**src/rtl/rv32imc_1p_wb.sv**
```systemverilog
// rtl/rv32imc_1p_wb.sv - single-port writeback stage with load extraction and hazard tracking
module rv32imc_1p_wb (
  input  logic        clk,
  input  logic        reset_n,
  input  logic        ex_valid,
  output logic        ex_ready,
  input  logic [1:0]  ex_kind,
  input  logic [4:0]  ex_rd,
  input  logic [31:0] ex_result,
  input  logic [2:0]  ex_funct3,
  input  logic        mem_rsp_valid,
  input  logic [31:0] mem_rsp_data,
  input  logic        md_done,
  input  logic [31:0] md_result,
  output logic        c_rf_write,
  output logic [4:0]  rd_addr,
  output logic [31:0] rd_dati,
  output logic        pend_valid,
  output logic [4:0]  pend_rd,
  output logic        wb_err
);

  typedef enum logic [1:0] {IDLE, WAIT_LOAD, WAIT_MD} state_t;

  state_t      state;
  logic [4:0]  lat_rd;
  logic [2:0]  lat_funct3;
  logic [1:0]  lat_off;
  logic        xfer;
  logic [7:0]  ld_byte;
  logic [15:0] ld_half;
  logic [31:0] load_data;
  logic        load_ok;

  // Only IDLE can take a new instruction; everything else is waiting on a unit
  assign ex_ready = (state == IDLE);
  assign xfer     = ex_valid & ex_ready;

  // Extract and extend the addressed byte/half from the aligned memory word
  always_comb begin
    case (lat_off)
      2'd1:    ld_byte = mem_rsp_data[15:8];
      2'd2:    ld_byte = mem_rsp_data[23:16];
      2'd3:    ld_byte = mem_rsp_data[31:24];
      default: ld_byte = mem_rsp_data[7:0];
    endcase
    ld_half   = lat_off[1] ? mem_rsp_data[31:16] : mem_rsp_data[15:0];
    load_ok   = 1'b0;
    load_data = '0;
    case (lat_funct3)
      3'b000: begin load_ok = 1'b1;          load_data = {{24{ld_byte[7]}}, ld_byte}; end
      3'b100: begin load_ok = 1'b1;          load_data = {24'd0, ld_byte};            end
      3'b001: begin load_ok = ~lat_off[0];   load_data = {{16{ld_half[15]}}, ld_half}; end
      3'b101: begin load_ok = ~lat_off[0];   load_data = {16'd0, ld_half};            end
      3'b010: begin load_ok = (lat_off == 2'd0); load_data = mem_rsp_data;            end
      default: begin load_ok = 1'b0;         load_data = '0;                          end
    endcase
  end

  // Writeback FSM; all outputs registered, write and error are one-cycle pulses
  always_ff @(posedge clk or negedge reset_n) begin
    if (!reset_n) begin
      state      <= IDLE;
      lat_rd     <= '0;
      lat_funct3 <= '0;
      lat_off    <= '0;
      c_rf_write <= 1'b0;
      rd_addr    <= '0;
      rd_dati    <= '0;
      pend_valid <= 1'b0;
      pend_rd    <= '0;
      wb_err     <= 1'b0;
    end else begin
      c_rf_write <= 1'b0;
      pend_valid <= 1'b0;
      pend_rd    <= '0;
      // Responses arriving when nobody is waiting for them are dropped and flagged
      wb_err     <= (mem_rsp_valid && state != WAIT_LOAD) || (md_done && state != WAIT_MD);
      case (state)
        IDLE: begin
          if (xfer) begin
            case (ex_kind)
              2'b00: begin
                if (ex_rd[4]) begin
                  wb_err <= 1'b1;
                end else if (ex_rd != 5'd0) begin
                  c_rf_write <= 1'b1;
                  rd_addr    <= ex_rd;
                  rd_dati    <= ex_result;
                end
              end
              2'b01: begin
                lat_rd     <= ex_rd;
                lat_funct3 <= ex_funct3;
                lat_off    <= ex_result[1:0];
                state      <= WAIT_LOAD;
                pend_valid <= (ex_rd != 5'd0);
                pend_rd    <= ex_rd;
              end
              2'b10: begin
                lat_rd     <= ex_rd;
                state      <= WAIT_MD;
                pend_valid <= (ex_rd != 5'd0);
                pend_rd    <= ex_rd;
              end
              default: wb_err <= 1'b1;
            endcase
          end
        end
        WAIT_LOAD: begin
          if (mem_rsp_valid) begin
            state <= IDLE;
            if (!load_ok || lat_rd[4]) begin
              wb_err <= 1'b1;
            end else if (lat_rd != 5'd0) begin
              c_rf_write <= 1'b1;
              rd_addr    <= lat_rd;
              rd_dati    <= load_data;
              // Keep the hazard visible while the RF write is still landing
              pend_valid <= 1'b1;
              pend_rd    <= lat_rd;
            end
          end else begin
            pend_valid <= (lat_rd != 5'd0);
            pend_rd    <= lat_rd;
          end
        end
        WAIT_MD: begin
          if (md_done) begin
            state <= IDLE;
            if (lat_rd[4]) begin
              wb_err <= 1'b1;
            end else if (lat_rd != 5'd0) begin
              c_rf_write <= 1'b1;
              rd_addr    <= lat_rd;
              rd_dati    <= md_result;
              pend_valid <= 1'b1;
              pend_rd    <= lat_rd;
            end
          end else begin
            pend_valid <= (lat_rd != 5'd0);
            pend_rd    <= lat_rd;
          end
        end
        default: state <= IDLE;
      endcase
    end
  end

endmodule

```
**config.mk**
```make
export PLATFORM = sky130hd
export DESIGN_NAME = rv32imc_1p_wb
export DESIGN_NICKNAME = d
export VERILOG_FILES = /design/src/rtl/rv32imc_1p_wb.sv
export SDC_FILE = /design/constraint.sdc
export NUM_CORES = 1
export LEC_CHECK = 0
export ABC_AREA = 1
export BUFFER_PORTS_ARGS = -buffer_cell sky130_fd_sc_hd__buf_4
export CORE_UTILIZATION = 44
export DETAILED_ROUTE_END_ITERATION = 12
export PLACE_DENSITY = 0.72
export SLEW_MARGIN = 15
export SYNTH_ARGS = -nofsm -noshare
export SYNTH_HDL_FRONTEND = slang
export SYNTH_SLANG_ARGS = --single-unit
```
**constraint.sdc**
```tcl
create_clock -name clk -period 3.05 [get_ports clk]
set_clock_uncertainty 0.15 [all_clocks]
set_input_delay 0.4575 -clock clk [delete_from_list [all_inputs] [get_ports clk]]
set_output_delay 0.4575 -clock clk [all_outputs]
set_load 0.1 [all_outputs]
```
# --- Yosys cells after proc, flatten, opt, wreduce, memory -nomap -nowiden ---
# Index checks and enable logic that the tools add are counted.
op_classes:
  n_eq_ne: 24
  muxes: 63
  bitwise_logic: 2
  reduce_logical: 19
ops:
  columns: ["cell", "count"]
  rows:
  - ["2-to-1 mux 32 bit", 10]
  - ["one-hot mux 32 bit (5 select lines)", 1]
  - ["one-hot mux 32 bit (3 select lines)", 1]
  - ["2-to-1 mux 5 bit", 16]
  - ["one-hot mux 5 bit (3 select lines)", 2]
  - ["one-hot mux 8 bit (3 select lines)", 1]
  - ["2-to-1 mux 1 bit", 19]
  - ["2-to-1 mux 16 bit", 1]
  - ["inequality test 2 bit, second input constant", 8]
  - ["one-hot mux 1 bit (3 select lines)", 4]
  - ["AND reduction 11 bit", 1]
  - ["nonzero test 5 bit", 2]
  - ["== test 2 bit, second input constant", 4]
  - ["2-to-1 mux 4 bit", 2]
  - ["inequality test 2 x 1 -> 1 bit, second input constant", 4]
  - ["== test 2 x 1 -> 1 bit, second input constant", 3]
  - ["== test 3 bit, second input constant", 2]
  - ["logical NOT 2 bit", 3]
  - ["2-to-1 mux 2 bit", 3]
  - ["one-hot mux 2 bit (3 select lines)", 1]
  - ["AND reduction 3 bit", 2]
  - ["OR reduction 2 bit", 3]
  - ["one-hot mux 2 bit (2 select lines)", 1]
  - ["AND reduction 4 bit", 1]
  - ["other kinds (11)", 13]
word_totals:
  reg_bits: 57
  inputBits: 111
  out_inout_bits: 46
  word_cells: 118

# --- Longest topological paths before layout ---
logic_depth:
  depth_word: 8
  depth_mapped: 14

# --- Least setup slack after synthesis ---
# OpenSTA, ideal clock, no wires.
synth_timing:
  path_type: "reg-to-reg"
  startpoint: "register state[0]"
  endpoint: "register rd_dati[5]"
  arrival_time_ps: 2180
  required_ps: 2780
  setup_slack_ps: 600
  path_stages_with_launch: 14
  n_path_buf: 2
  period_less_slack_ps: 2450
  path_cell_list: "dfrtp_1 > inv_1 > ha_1 > nand2_1 > nand3_1 > nor2_1 > nand2_1 > nor2_1 > nand2_1 > buf_6 > buf_6 > nor2_2 > nand2_1 > nand2_1"
synth_via:
  elab_chain_len: 4
  elab_cells_between_ends: 17
  classes_between: "12 x eq/ne; 1 x mux; 1 x bitwise; 3 x reduce/logical"
synth_lines:
  columns: ["element", "line_no", "rtl"]
  rows:
  - ["start, declared", "25", "state_t state;"]
  - ["start signal, assigned", "63", "state <= IDLE;"]
  - ["start signal, assigned", "96", "state <= WAIT_LOAD;"]
  - ["start signal, assigned", "102", "state <= WAIT_MD;"]
  - ["logical NOT 2 bit (*)", "36", "assign ex_ready = (state == IDLE);"]
  - ["via ex_ready", "6", "output logic ex_ready,"]
  - ["AND 1 bit", "37", "assign xfer = ex_valid & ex_ready;"]
  - ["inequality test 2 x 1 -> 1 bit (no source line)", null, null]
  - ["AND reduction 11 bit (no source line)", null, null]
  - ["end signal, assigned", "89", "rd_dati <= ex_result;"]
  - ["end signal, assigned", "118", "rd_dati <= load_data;"]
  - ["end signal, assigned", "136", "rd_dati <= md_result;"]
  - ["end, declared", "17", "output logic [31:0] rd_dati,"]
# The timed path passes the listed nets; every way through them passes the cells marked *.
# A chain may end at the register's enable or synchronous reset.

# --- Final worst setup path ---
layout_timing:
  startpoint: "register state[1]"
  endpoint: "register rd_dati[1]"
layout_via:
  elab_chain_len: 4
  elab_cells_between_ends: 17
  classes_between: "12 x eq/ne; 1 x mux; 1 x bitwise; 3 x reduce/logical"
layout_lines:
  columns: ["element", "line_no"]
  rows:
  - ["logical NOT 2 bit", "36, 79"]
  - ["AND 1 bit", "37"]
  - ["inequality test 2 x 1 -> 1 bit (no source line)", null]
  - ["AND reduction 11 bit (no source line)", null]
# Parallel ways exist; a longest one is shown, timed or not.

==> out/metrics.cfg <==
[run_status]
status=finished clean

[layout]
nets=983
n_fill_cell=927
layout_commonest_cell=nand2_1
fin_area_mm2=0.00579
synthToLayoutAreaGrowth_pct=32.9
most-common-layout-cells=nand2_1 (317), buf_4 (165), nor2_1 (91)
final_util_pct=61.5
drive_above_1_share_pct=24.2
antennaDiodeCount=0
multi_input_area_mm2=0.00248
layout.area.seq_mm2=0.00143

[pwr]
p_total_uw=7500
power.share.clock_pct=11.1
combPwrFrac_pct=70.9
ir_drop_uv=748
switching_share_pct=61.0
p_switching_uw=4580
powerDensity_mw_per_mm2=1300
p_seq_share_pct=18.0
leakagePower_uw=0.00336
internal-power_uw=2920

[timing]
finalHoldViolations=0
min_period_ns=2.26
min_period_over_period_pct=74.3
setup_violations=0
rsz0062_at_grt=no
relSlewSlack_pct=50.0
tns_ns=0
maxClockFrequency_ghz=0.442
tightest_slew_ns=0.749
drv_slew=0

[global_route]
grt_usage_pct=27.5
grt_start_max_net_pins=67
grt_pass1_vias=4726
grt_overflow=0
grt_antenna_before_repair=0
grt_pass1_wl_um=22000

[floorplan]
core-area_mm2=0.00942
ioPinCount=157
row_count=35
start_util_pct=46.2
die-area_mm2=0.0103
die_x_um=101
fp.dieH_um=101

[critical_path]
worstPathRequired_ns=3.19
arrival_ns=2.40
reg2regPathDepth=11
worst_setup_path_end_kind=register
crit_type=register to register
critPathMaxFanout=29
r2r-end=rd_dati[1]$_DFFE_PN0P_
r2r_start=state[1]$_DFFE_PN0P_
rrSetupSlack_ns=0.79
start_kind=register

[clock_tree]
hold_buffers=0
cts_resized=0
clockBufferDepth=2
cts_setup_buffers=0
clock_latency_ns=0.35
cts_sinks=57
cts_tree=built
ctsHtreeMaxLevel=3
clk_transition_reported_paths_ns=0.08
cts_buffers=9
cts_root_buf=clkbuf_8

[synthesis]
synth_top_cell_by_area=dfrtp_1
syn_inst=722
synth_top_area_share_pct=32.8
syn-num-nets=842
yosysUniqueCellTypes=28
synth.avg_cell_area_um2=6.03
synth_seq_cells=57
yosysWarnings=0
synth_area_leaders=dfrtp_1 (33%), nand2_1 (27%), nor2_1 (7.8%)
seq_area_frac_synth_pct=32.8
synth_area_mm2=0.00435

[place]
portBuffers=156
placed_cell_area_mm2=0.00556
gp_congestion=0.923
dp_hpwl_um=10200

[route]
wire_per_inst_um=13.7
wl_um=13700
detail-route-antenna-nets=0
drtPass1Iterations=5
routed-via-count=4937
avgViaCountPerCell=4.95
drc=0
first_iter_violations=275

[hold_path]
holdCritPathClass=input port to asynchronous set/reset pin

[run]
drv_cap=0

==> power groups by stage <==
stage / Clock (uW) / Combinational, uW / Sequential (uW)
2_1_floorplan: 0 / 2480 / 3080
3_3_place_gp: 0 / 5260 / 1350
3_5_place_dp: 0 / 5320 / 1360
4_1_cts: 851 / 5350 / 1350
5_1_grt: 875 / 5810 / 1390
6_report: 832 / 5320 / 1350
==> worst max-delay path by stage <==
stage	start	endpoint	slack (ns)
4_1_cts	state[1]$_DFFE_PN0P_	rd_dati[1]$_DFFE_PN0P_	0.78
2_1_floorplan	state[0]$_DFFE_PN0P_	rd_dati[5]$_DFFE_PN0P_	0.60
3_3_place_gp	lat_funct3[0]$_DFFE_PN0P_	rd_dati[29]$_DFFE_PN0P_	0.90
5_1_grt	state[1]$_DFFE_PN0P_	rd_dati[1]$_DFFE_PN0P_	0.57
6_report	state[1]$_DFFE_PN0P_	rd_dati[1]$_DFFE_PN0P_	0.79
3_5_place_dp	state[1]$_DFFE_PN0P_	rd_dati[1]$_DFFE_PN0P_	0.81
==> metal layers <==
metal | global-route usage [%] | vias up | routed length [um]
met2 | 48.8 | 184 | 6580
met1 | 32.7 | 2209 | 5920
met5 | 0 | - | 0
li1 | - | 2512 | -
met4 | 13.5 | 0 | 415
met3 | 3.73 | 32 | 767
==> flip-flops by register name, summed over array words and instances (netlist names) <==
| name | count |
|---|---|
| c_rf_write | 1 |
| lat_rd | 5 |
| pend_rd | 5 |
| state | 2 |
| pend_valid | 1 |
| rd_addr | 5 |
| rd_dati | 32 |
| lat_funct3 | 3 |
| wb_err | 1 |
| lat_off | 2 |
==> cell families after synthesis <==
| group | Yosys count | share of synthesized area, % |
|---|---|---|
| and+or+nand+nor | 464 | 42.7 |
| buffers and inverters | 99 | 10.4 |
| AOI/OAI and AO/OA | 93 | 11.6 |
| DFF | 57 | 32.8 |
| adders and majority gates | 9 | 2.59 |
==> cells in the mapped netlist <==
library cell,instances
nand2_1,318
nor2_1,91
inv_1,59
dfrtp_1,57
a21oi_1,47
o21ai_0,32
nand3_1,30
clkbuf_1,14
nand2_2,10
ha_1,9
buf_2,8
buf_6,7
nor2_2,6
buf_4,5
o211ai_1,5
or2_2,5
a32oi_1,4
inv_2,3
buf_1,2
nand3_2,2
a31oi_1,1
clkinv_1,1
nor3_1,1
nor3_4,1
o21a_1,1
o21bai_1,1
o22ai_1,1
o32ai_1,1
==> area by class of cell <==
cell class              instances  area share (%)
clock buffers                   9            2.14
well taps                     129            2.79
inverters                      63            4.09
multi-input cells             566            42.8
repair buffers                166            21.8
clock inverters                 7            1.77
flip-flops and latches         57            24.6
==> critical path: stages (launching register included) <==
cell and delay (ns):
dfrtp_1 0.41, inv_1 0.13, ha_1 0.22, buf_4 0.30
inv_1 0.09, nor2_1 0.38, nand2_1 0.12, nor2_1 0.11
nand2_1 0.07, nand2_1 0.06, nand3_1 0.07, nand2_1 0.08
==> metrics by stage <==
| step | instances | hold WS (ns) | setup WS, ns |
|---|---|---|---|
| after CTS | 997 | 0.0430 | 0.778 |
| after global routing | 997 | 0.0803 | 0.571 |
| after floorplan | 722 | 0.0119 | 0.600 |
| after global placement | 981 | 0.315 | 0.905 |
| final | 997 | 0.00758 | 0.785 |
| after detailed placement | 981 | 0.318 | 0.808 |
Power figures use the tool's default switching activity.
